### src/rtl/twowire_host_connect_gen.sv
// rtl/twowire_host_connect_gen.sv - host-side Two-Wire Debug Connect sequence generator
module twowire_host_connect_gen #(
    parameter int N_PREAMBLE = 8
) (
    input  logic       dck,
    input  logic       drst_n,
    input  logic       bit_en,
    input  logic       start,
    input  logic       abort,
    input  logic [3:0] target_addr,
    output logic       busy,
    output logic       done,
    output logic       dio_o,
    output logic       dio_oe
);

    typedef enum logic [2:0] {
        S_IDLE,
        S_PREAMBLE,
        S_LFSR,
        S_ONES,
        S_ADDR
    } state_t;

    localparam logic [7:0] PRE_LAST  = 8'(N_PREAMBLE - 1);
    localparam logic [7:0] LFSR_LAST = 8'd63;
    localparam logic [7:0] ONES_LAST = 8'd71;
    localparam logic [7:0] ADDR_LAST = 8'd7;
    localparam logic [5:0] LFSR_SEED = 6'h29;

    state_t     state, state_n;
    logic [7:0] cnt, cnt_n;
    logic [5:0] lfsr, lfsr_n;
    logic [3:0] addr, addr_n;
    logic       done_n;
    logic       busy_n;
    logic       dio_n;
    logic       last;

    // Next-state logic plus the bit that will be visible on DIO after this edge
    always_comb begin
        state_n = state;
        cnt_n   = cnt;
        lfsr_n  = lfsr;
        addr_n  = addr;
        done_n  = 1'b0;
        last    = 1'b0;
        busy_n  = 1'b0;
        dio_n   = 1'b0;

        case (state)
            S_PREAMBLE: last = (cnt == PRE_LAST);
            S_LFSR:     last = (cnt == LFSR_LAST);
            S_ONES:     last = (cnt == ONES_LAST);
            S_ADDR:     last = (cnt == ADDR_LAST);
            default:    last = 1'b0;
        endcase

        if (abort) begin
            // Abort wins over everything, including start in IDLE
            state_n = S_IDLE;
            cnt_n   = 8'd0;
            lfsr_n  = LFSR_SEED;
        end else if (state == S_IDLE) begin
            if (start) begin
                state_n = S_PREAMBLE;
                cnt_n   = 8'd0;
                lfsr_n  = LFSR_SEED;
                addr_n  = target_addr;
            end
        end else if (bit_en) begin
            if (last) begin
                cnt_n = 8'd0;
                case (state)
                    S_PREAMBLE: state_n = S_LFSR;
                    S_LFSR:     state_n = S_ONES;
                    S_ONES:     state_n = S_ADDR;
                    default: begin
                        state_n = S_IDLE;
                        done_n  = 1'b1;
                        lfsr_n  = LFSR_SEED;
                    end
                endcase
            end else begin
                cnt_n = cnt + 8'd1;
                if (state == S_LFSR) begin
                    lfsr_n = {lfsr[4:0], lfsr[5] ^ lfsr[4]};
                end
            end
        end

        busy_n = (state_n != S_IDLE);

        // Address phase: MSB-first address, then its complement
        case (state_n)
            S_LFSR:  dio_n = lfsr_n[5];
            S_ONES:  dio_n = 1'b1;
            S_ADDR:  dio_n = cnt_n[2] ? ~addr_n[2'd3 - cnt_n[1:0]] : addr_n[2'd3 - cnt_n[1:0]];
            default: dio_n = 1'b0;
        endcase
    end

    // State and registered outputs
    always_ff @(posedge dck or negedge drst_n) begin
        if (!drst_n) begin
            state  <= S_IDLE;
            cnt    <= 8'd0;
            lfsr   <= LFSR_SEED;
            addr   <= 4'd0;
            busy   <= 1'b0;
            done   <= 1'b0;
            dio_o  <= 1'b0;
            dio_oe <= 1'b0;
        end else begin
            state  <= state_n;
            cnt    <= cnt_n;
            lfsr   <= lfsr_n;
            addr   <= addr_n;
            busy   <= busy_n;
            done   <= done_n;
            dio_o  <= dio_n;
            dio_oe <= busy_n;
        end
    end

endmodule

### config.mk
export PLATFORM = sky130hd
export DESIGN_NAME = twowire_host_connect_gen
export DESIGN_NICKNAME = d
export VERILOG_FILES = /design/src/rtl/twowire_host_connect_gen.sv
export SDC_FILE = /design/constraint.sdc
export NUM_CORES = 1
export LEC_CHECK = 0
export ABC_AREA = 1
export BUFFER_PORTS_ARGS = -buffer_cell sky130_fd_sc_hd__buf_2
export CORE_ASPECT_RATIO = 0.6
export CORE_UTILIZATION = 30
export CTS_BUF_LIST = sky130_fd_sc_hd__clkbuf_4
export DETAILED_ROUTE_END_ITERATION = 12
export SETUP_SLACK_MARGIN = 0.05
export SKIP_CTS_REPAIR_TIMING = 1
export SLEW_MARGIN = 25
export SYNTH_ARGS = -nofsm -noshare
export SYNTH_HDL_FRONTEND = slang
export SYNTH_SLANG_ARGS = --single-unit
### constraint.sdc
create_clock -name dck -period 4.7 [get_ports dck]
set_input_delay 0.47 -clock dck [delete_from_list [all_inputs] [get_ports dck]]
set_output_delay 0.47 -clock dck [all_outputs]
set_load 0.005 [all_outputs]
==> results of run 1 <==
[cell type report]
| type | count | area share (%) |
|---|---|---|
| repair buffers | 12 | 3.880 |
| inverters | 29 | 7.033 |
| clock buffers | 3 | 1.455 |
| flip-flops and latches | 24 | 39.05 |
| clock inverters | 1 | 0.2425 |
| multi-input cells | 130 | 43.49 |
| well taps | 60 | 4.850 |
[cells in the mapped netlist (2+ instances only)]
| cell type | instances | share of area (%) |
|---|---|---|
| a21oi_1 | 5 | 1.8 |
| a22o_1 | 2 | 1.2 |
| dfrtp_1 | 21 | 37 |
| dfstp_2 | 3 | 5.6 |
| inv_1 | 19 | 5.1 |
| inv_2 | 10 | 2.7 |
| nand2_1 | 52 | 14 |
| nand2_2 | 4 | 1.8 |
| nand3_1 | 17 | 6.1 |
| nand4_1 | 2 | 0.89 |
| nor2_1 | 16 | 4.3 |
| nor2_2 | 4 | 1.8 |
| nor3_1 | 3 | 1.1 |
| o21ai_0 | 4 | 1.4 |
| o21ai_1 | 4 | 1.4 |
| xnor2_1 | 2 | 1.2 |
| xor2_1 | 3 | 1.9 |
[stage by stage]
stage               util (%)  worst slack (ns)  instance area (um^2)
floorplan                  -             2.958                  1405
global placement       35.37             2.627                  1521
detailed placement     35.37             2.584                  1521
CTS                    35.98             2.549                  1548
global route           35.98             2.280                  1548
finish                 35.98             2.579                  1548
[worst max-delay path, delay by kind of cell, from the launching register on]
| family | cells | cell delay [ns] |
|---|---|---|
| simple gates | 15 | 1.40 |
| fa+ha+maj | 1 | 0.21 |
| flops | 1 | 0.43 |
[flip-flops by register name, indices dropped and copies added (netlist names)]
register / flops
cnt: 8
lfsr: 6
addr: 4
state: 3
dio_o: 1
dio_oe: 1
done: 1
[report_power, final]
| part | internal [uW] | switching [uW] |
|---|---|---|
| Sequential | 220 | 7.43 |
| Combinational | 23.6 | 50.4 |
| Clock | 31.2 | 64.5 |
[worst max-delay path by stage]
stage / depth (start not counted) / from / slack [ns] / to
floorplan: 15 / cnt[1] / 2.96 / dio_o
global placement: 16 / cnt[0] / 2.63 / dio_o
detailed placement: 16 / cnt[1] / 2.58 / dio_o
CTS: 16 / cnt[1] / 2.55 / dio_o
global route: 16 / cnt[1] / 2.28 / dio_o
finish: 16 / cnt[1] / 2.58 / dio_o
[routing by layer]
metal | part of all wire, % | vias to the layer above | global-route usage [%]
met4 | 0.50 | 0 | 2.419
met3 | 7.0 | 5 | 3.825
met2 | 36 | 34 | 19.08
met1 | 57 | 514 | 20.50
met5 | 0 | - | 0
li1 | - | 615 | -
[cells by family after synthesis]
| family | count (synthesis) | synth area share [%] |
|---|---|---|
| adders and majority gates | 1 | 0.8903 |
| DFF | 24 | 43.01 |
| buffers and inverters | 31 | 9.083 |
| and+or+nand+nor | 103 | 33.84 |
| AOI/OAI and AO/OA | 21 | 10.06 |
| xor gates and xnor gates | 5 | 3.117 |
==> flow_summary_export.csv, run 1 <==
group,metric,value,unit
cells_and_area,nFillCells,469,
detailed_routing,vias,1168,
detailed_routing,drtPass1Iterations,4,
sta,slew_headroom,64.12,%
synthesis,avgSynthCellArea,7.595,um^2
clock_tree,cts_sinks,24,
cells_and_area,finalNonFillerCells,259,
synthesis,synthCells,185,
power_and_ir_drop,cellPowerDensity,256.4,nW/um^2
worst_setup_path,rr_startpoint,"cnt[1]",
synthesis,synth_fp_nets,195,
synthesis,ys_seq_elements,24,
worst_setup_path,r2r_setup_slack,2.58,ns
sta,post-route-period-util,45.12,%
clock_tree,clkTransAtPathRegs,0.13,ns
grt,grt_antenna_before_repair,0,
detailed_routing,drc,0,
power_and_ir_drop,power,396.9,uW
die,dieArea,4970,um^2
clock_tree,ctsRootBufferMaster,"clkbuf_4",
worst_setup_path,worstPathArrival,2.36,ns
worst_setup_path,reg2regPathDepth,16,
cells_and_area,final_common_cell,"nand2_1",
die,core,4302,um^2
detailed_routing,drt_iter0_markers,86,
die,initial_utilization,32.66,%
grt,grt.total_usage,13.58,%
cells_and_area,multi_input_area,673.1,um^2
clock_tree,insertion_delay,0.32,ns
cells_and_area,regArea,604.3,um^2
clock_tree,clk_path_buf_depth,2,
sta,slew_violations,0,
worst_setup_path,max_stage_delay,0.43,ns
sta,finalClockSkew,0.002551,ns
power_and_ir_drop,p_leak,0.0007688,uW
place,io_buffers,12,
clock_tree,cts_buffers,3,
clock_tree,cts_tree,"built",
sta,fin_crit,2.121,ns
worst_setup_path,crit_path_frequent_cell,"nand2_1",
place,post-dp-hpwl,2356,um
synthesis,synth_ff_type,"dfrtp_1",
die,row_count,18,
detailed_routing,wl,2972,um
sta,setup_tns,0,ns
worst_setup_path,required,4.94,ns
status,status,"finished, final reports clean",
die,die_w,90.35,um
cells_and_area,diodes,0,
sta,setup_violations,0,
grt,grt_pass1_vias,1035,
synthesis,syn_area,1405,um^2
worst_setup_path,worstPathCellList,"ha_1 > nand2_1 > nor2_1 > nand2_1 > nor2_2 > nand3_2 > nand2_1 > nand2_1 > nand2_1 > nand2_1 > nand2_1 > nand2_1 > nand3_1 > nand2_1 > nand2_1 > nand2_1",
grt,grt_pass1_wl,5050,um
cells_and_area,nets,210,
cells_and_area,layout_common_cells,"nand2_1, dfrtp_1, inv_1",
grt,gr-total-overflow,0,
die,die_h,55.01,um
flow_run,maxCapViolCount,0,
worst_hold_path,hold_class,"input pin to async pin",
worst_setup_path,r2r-end,"dio_o",
detailed_routing,drtAntennaViolNets,0,
sta,timing.fmax,0.4715,GHz
place,gp_congestion,0.8874,
synthesis,synth_warnings,0,
worst_setup_path,cp_max_fo,11,
worst_setup_path,cpMaxStageDelayCell,"dfrtp_1",
grt,grt_max_degree,25,
synthesis,ys_types,31,
power_and_ir_drop,ir_drop,0.0001189,V
worst_setup_path,critPathLaunchType,"flop",
worst_setup_path,crit_path_end_kind,"flop",
worst_setup_path,path_class,"flop to flop",
place,dp.cells,255,
synthesis,seq_area_frac_synth,43.01,%
synthesis,synth-async-reset-ratio,100.0,%
die,top_level_ports,13,
cells_and_area,syn_to_final_growth,10.15,%
sta,tightestPinTransition,0.5383,ns
synthesis,synth-edff-count,0,
detailed_routing,wire_per_inst,11.47,um
detailed_routing,via_per_inst,4.510,
clock_tree,cts_htree_levels,1,
sta,rsz0062_at_grt,"no",
sta,hold_viol,0,
sta,fin_hold_ws,0.1037,ns
cells_and_area,drive_gt1_share,21.61,%
Power figures use the tool's default switching activity.
==> run 2, diff against run 1 <==
- clock period: 4.7 -> 1.7 ns (I/O delays scaled with it)
==> run 2 against run 1 <==
Against the previous run: the flow now finishes with violations (negative setup slack); power grew to 3.5 times the previous value; sequential share of layout area down 10 points; core utilization up 13 points; final cell count up 19%; clock power rose to 4.5 times the previous value; critical path depth shrank 4; non-clock buffer count increased by 49; global-route usage rose by 2.2 points; largest cell class unchanged; largest power group unchanged; highest routed layer unchanged.
==> flow_summary_export.csv, run 2 (synthesis results as in run 1) <==
group,metric,value,unit
cells_and_area,top_register,"cnt",
clock_tree,clkTransAtPathRegs,0.15,ns
worst_setup_path,crit_path_end_kind,"flop",
grt,grt_pass1_vias,1193,
die,top_level_ports,13,
power_and_ir_drop,p_leak,0.001058,uW
detailed_routing,via_per_inst,4.367,
worst_setup_path,worstPathArrival,2.13,ns
cells_and_area,final_area,2113,um^2
cells_and_area,finalNonFillerCells,308,
cells_and_area,largest_reg_flops,8,
die,dieArea,4970,um^2
worst_setup_path,critPathLaunchType,"flop",
cells_and_area,nFillCells,444,
sta,hold_viol,0,
clock_tree,cts_sinks,24,
detailed_routing,vias,1345,
place,dp_slack,-0.1705,ns
cells_and_area,layout_common_cells,"nand2_1, buf_4, dfrtp_1",
grt,gr-total-overflow,0,
cells_and_area,final_common_cell,"nand2_1",
die,die_h,55.01,um
cells_and_area,largestRegisters,"cnt (8), lfsr (6), addr (4)",
sta,fin_hold_ws,0.05518,ns
detailed_routing,drtAntennaViolNets,0,
cells_and_area,drive_gt1_share,46.37,%
die,die_w,90.35,um
grt,top_usage_layer,"met1",
grt,grt_pass1_wl,5851,um
clock_tree,clk_path_buf_depth,2,
worst_setup_path,cp_max_fo,6,
power_and_ir_drop,cellPowerDensity,665.3,nW/um^2
detailed_routing,wl,3685,um
status,status,"finished, violations left",
sta,slew_headroom,63.20,%
grt,grt_antenna_before_repair,0,
flow_run,maxCapViolCount,0,
clock_tree,cts_htree_levels,1,
grt,grt_use_met2,21.63,%
place,io_buffers,12,
grt,grt_max_degree,25,
status,failed_checks,"negative setup slack",
place,dp.cells,294,
die,row_count,18,
sta,setup_violations,11,
sta,finalClockSkew,0.01211,ns
detailed_routing,wire_per_inst,11.96,um
worst_hold_path,hold_class,"input pin to flop",
sta,rsz0062_at_grt,"yes",
clock_tree,ctsRootBufferMaster,"clkbuf_4",
grt,grtUsageMet3,4.098,%
worst_setup_path,required,1.95,ns
detailed_routing,drt_iter0_markers,40,
clock_tree,cts_tree,"built",
die,core,4302,um^2
power_and_ir_drop,ir_drop,0.0002853,V
detailed_routing,drtPass1Iterations,4,
sta,tightestPinTransition,0.5520,ns
sta,fin_crit,1.881,ns
die,initial_utilization,32.66,%
cells_and_area,diodes,0,
sta,slew_violations,0,
clock_tree,insertion_delay,0.34,ns
detailed_routing,drc,0,
grt,use_met1,23.82,%
place,post-dp-hpwl,2731,um
sta,worst_slack,-0.1806,ns
worst_setup_path,path_class,"flop to flop",
cells_and_area,nets,259,
sta,post-route-period-util,110.6,%
grt,grt.total_usage,15.73,%
cells_and_area,syn_to_final_growth,50.40,%
power_and_ir_drop,power,1406,uW
place,dpl_cell_area,1837,um^2
place,gp_congestion,0.8249,
clock_tree,cts_buffers,3,
sta,timing.fmax,0.5318,GHz
-- run 2: changes by cell type in the layout (fill, tap and decap cells not counted), sizes merged --
cell	previous run	this run
buf	12	60
dlygate4sd3	0	1
clkinv	1	0
bufinv	0	1
-- run 2: metrics by stage --
step,utilization (%),setup TNS [ns]
after floorplan,-,-0.04791
after global placement,42.70,-0.9150
after detailed placement,42.70,-0.9923
after CTS,43.92,-1.325
after global routing,49.13,-2.673
final,49.13,-1.053
-- run 2: path summary, 6_finish.rpt --
kind | slack [ns] | startpoint | cells past startpoint | to
worst min register to register | 0.49 | addr[2] | 2 | addr[2]
worst max-delay path | -0.18 | state[0] | 12 | lfsr[4]
min in group asynchronous | 0.33 | drst_n | 2 | cnt[0]
max in group asynchronous | 0.98 | drst_n | 2 | state[2]
worst min-delay path | 0.06 | target_addr[2] | 3 | addr[2]
worst max register to register | -0.18 | state[0] | 12 | lfsr[4]
-- run 2: critical path, stage by stage, from the launching register on --
cell and delay, ns:
dfrtp_1 0.45, buf_6 0.15, nor2_2 0.11, nor2_1 0.05, nor2_2 0.10, nand3_2 0.10, buf_12 0.16, buf_12 0.12
nand2_4 0.04, o21ai_2 0.06, a21oi_2 0.17, inv_2 0.07, a22o_1 0.19
-- run 2: report_power, final --
group          switching [uW]  leakage, uW  internal [uW]
logic                     191     0.000719            157
clock network             196    0.0000279            239
registers                15.0     0.000311            608
-- run 2: per-layer routing --
metal | wire length (um) | part of all wire, %
met1 | 1999 | 54
met3 | 156 | 4.2
met4 | 19 | 0.52
met2 | 1510 | 41
met5 | 0 | 0
-- run 2: final cells by class --
| class | instances | area, um^2 | share of cell area (%) |
|---|---|---|---|
| timing repair buffer | 61 | 478.0 | 22.62 |
| inverter | 29 | 113.9 | 5.388 |
| tap | 60 | 75.07 | 3.552 |
| clock buffer | 3 | 22.52 | 1.066 |
| multi-input combinational | 130 | 787.0 | 37.24 |
| clock inverter | 1 | 30.03 | 1.421 |
| sequential | 24 | 606.8 | 28.72 |
==> run 3, diff against run 2 <==
- clock period: 1.7 -> 2.38 ns (I/O delays scaled with it)
==> run 3 against run 2 <==
Against the previous run: the run now ends clean; flip-flop and latch count unchanged; clock skew down 0.0081 ns; worst setup slack better by 0.48 ns; clock power down 57%; sequential power down 28%; clock-buffer cell count unchanged; critical endpoint is now dio_o.
==> flow_summary_export.csv, run 3 (synthesis results as in run 1) <==
group,metric,value,unit
status,status,"finished, final reports clean",
cells_and_area,largest_reg_flops,8,
cells_and_area,drive_gt1_share,21.89,%
die,dieArea,4970,um^2
die,row_count,18,
clock_tree,clk_path_buf_depth,2,
sta,post-route-period-util,87.24,%
grt,grt_max_degree,25,
power_and_ir_drop,switching_share,30.58,%
power_and_ir_drop,p_leak,0.0007787,uW
clock_tree,cts_sinks,24,
clock_tree,cts_htree_levels,1,
cells_and_area,final_common_cell,"nand2_1",
sta,tightestPinTransition,0.5400,ns
die,die_h,55.01,um
sta,rsz0062_at_grt,"no",
detailed_routing,drc,0,
sta,timing.fmax,0.4816,GHz
place,post-dp-hpwl,2363,um
clock_tree,ctsRootBufferMaster,"clkbuf_4",
detailed_routing,drtAntennaViolNets,0,
worst_setup_path,path_class,"flop to flop",
grt,grt_pass1_wl,5168,um
cells_and_area,nets,212,
cells_and_area,syn_to_final_growth,11.93,%
place,dp_slack,0.2372,ns
sta,worst_slack,0.3036,ns
flow_run,maxCapViolCount,0,
sta,slew_headroom,64.00,%
worst_setup_path,worstPathArrival,2.30,ns
die,top_level_ports,13,
clock_tree,insertion_delay,0.32,ns
cells_and_area,regArea,604.3,um^2
power_and_ir_drop,cellPowerDensity,498.5,nW/um^2
detailed_routing,vias,1156,
power_and_ir_drop,p_int,544.3,uW
grt,grt_antenna_before_repair,0,
place,io_buffers,12,
power_and_ir_drop,power_frac_comb,19.2,%
worst_setup_path,required,2.61,ns
power_and_ir_drop,switchingPower,239.7,uW
clock_tree,cts_buffers,3,
die,initial_utilization,32.66,%
power_and_ir_drop,seq_power_share,57.2,%
sta,slew_violations,0,
cells_and_area,finalNonFillerCells,261,
detailed_routing,drt_iter0_markers,111,
cells_and_area,layout_common_cells,"nand2_1, dfrtp_1, inv_1",
cells_and_area,diodes,0,
power_and_ir_drop,share_clk_of_total_power,23.6,%
power_and_ir_drop,power,784.1,uW
die,die_w,90.35,um
place,dp.cells,255,
cells_and_area,nFillCells,455,
sta,finalClockSkew,0.003979,ns
cells_and_area,multi_input_area,680.7,um^2
grt,gr-total-overflow,0,
grt,grt_pass1_vias,1056,
worst_setup_path,critPathLaunchType,"flop",
detailed_routing,via_per_inst,4.429,
die,core,4302,um^2
worst_hold_path,hold_class,"input pin to flop",
worst_setup_path,cp_max_fo,11,
grt,grt.total_usage,13.81,%
detailed_routing,wl,3000,um
sta,setup_violations,0,
detailed_routing,wire_per_inst,11.49,um
cells_and_area,top_register,"cnt",
worst_setup_path,crit_path_end_kind,"flop",
place,gp_congestion,0.8875,
clock_tree,clkTransAtPathRegs,0.13,ns
sta,hold_viol,0,
clock_tree,cts_tree,"built",
sta,fin_crit,2.076,ns
cells_and_area,largestRegisters,"cnt (8), lfsr (6), addr (4)",
detailed_routing,drtPass1Iterations,4,
power_and_ir_drop,ir_drop,0.0002766,V
sta,setup_tns,0,ns
run 3: cell count changes in the layout (fill, tap and decap cells not counted), sizes merged:
| cell | change |
|---|---|
| buf | -47 |
| bufinv | -1 |
| clkinv | +1 |
run 3: metal layers:
metal  wire, um  up-vias  global-route usage (%)
met1       1751      506                   20.47
met3        136        2                   3.279
li1           -      619                       -
met2       1094       29                   19.85
met5          0        -                       0
met4         18        0                   4.032
run 3: cell type report:
| type | instances | share of cell area (%) |
|---|---|---|
| clock buffer | 3 | 1.432 |
| multi-input combinational | 130 | 43.28 |
| clock inverter | 1 | 0.2387 |
| tap | 60 | 4.773 |
| timing repair buffer | 14 | 4.932 |
| inverter | 29 | 6.921 |
| sequential | 24 | 38.42 |
run 3: worst paths after layout:
kind / from / end / slack (ns) / cells after the start
setup reg to reg: cnt[1] / dio_o / 0.30 / 16
min in group asynchronous: drst_n / cnt[5] / 0.42 / 2
setup / recovery: cnt[1] / dio_o / 0.30 / 16
hold reg to reg: addr[3] / addr[3] / 0.50 / 2
hold / removal: target_addr[3] / addr[3] / 0.15 / 3
max in group asynchronous: drst_n / lfsr[5] / 1.59 / 2
run 3: per-stage QoR:
step                hold slack (ns)  instance area [um^2]  utilization [%]
floorplan                  -0.05759                  1405                -
global placement             0.2574                  1521            35.37
detailed placement           0.2641                  1521            35.37
CTS                         -0.1045                  1548            35.98
global route                 0.1306                  1573            36.56
finish                       0.1461                  1573            36.56
run 3: worst max-delay path, cell delays in order, from the launching register on:
cell     delay, ns
dfrtp_1       0.43
ha_1          0.22
nand2_1       0.08
nor2_1        0.10
nand2_1       0.07
nor2_2        0.12
nand3_4       0.17
nand2_1       0.11
nand2_1       0.11
nand2_1       0.14
nand2_1       0.08
nand2_1       0.06
nand2_1       0.05
nand3_1       0.07
nand2_1       0.06
nand2_1       0.06
nand2_1       0.05
run 3: power by group through the flow:
stage / logic, uW / clock network [uW] / registers, uW
after global routing: 176 / 213 / 452
after CTS: 149 / 197 / 449
after global placement: 147 / 0 / 457
final: 151 / 185 / 449
after detailed placement: 149 / 0 / 456
after floorplan: 106 / 0 / 454
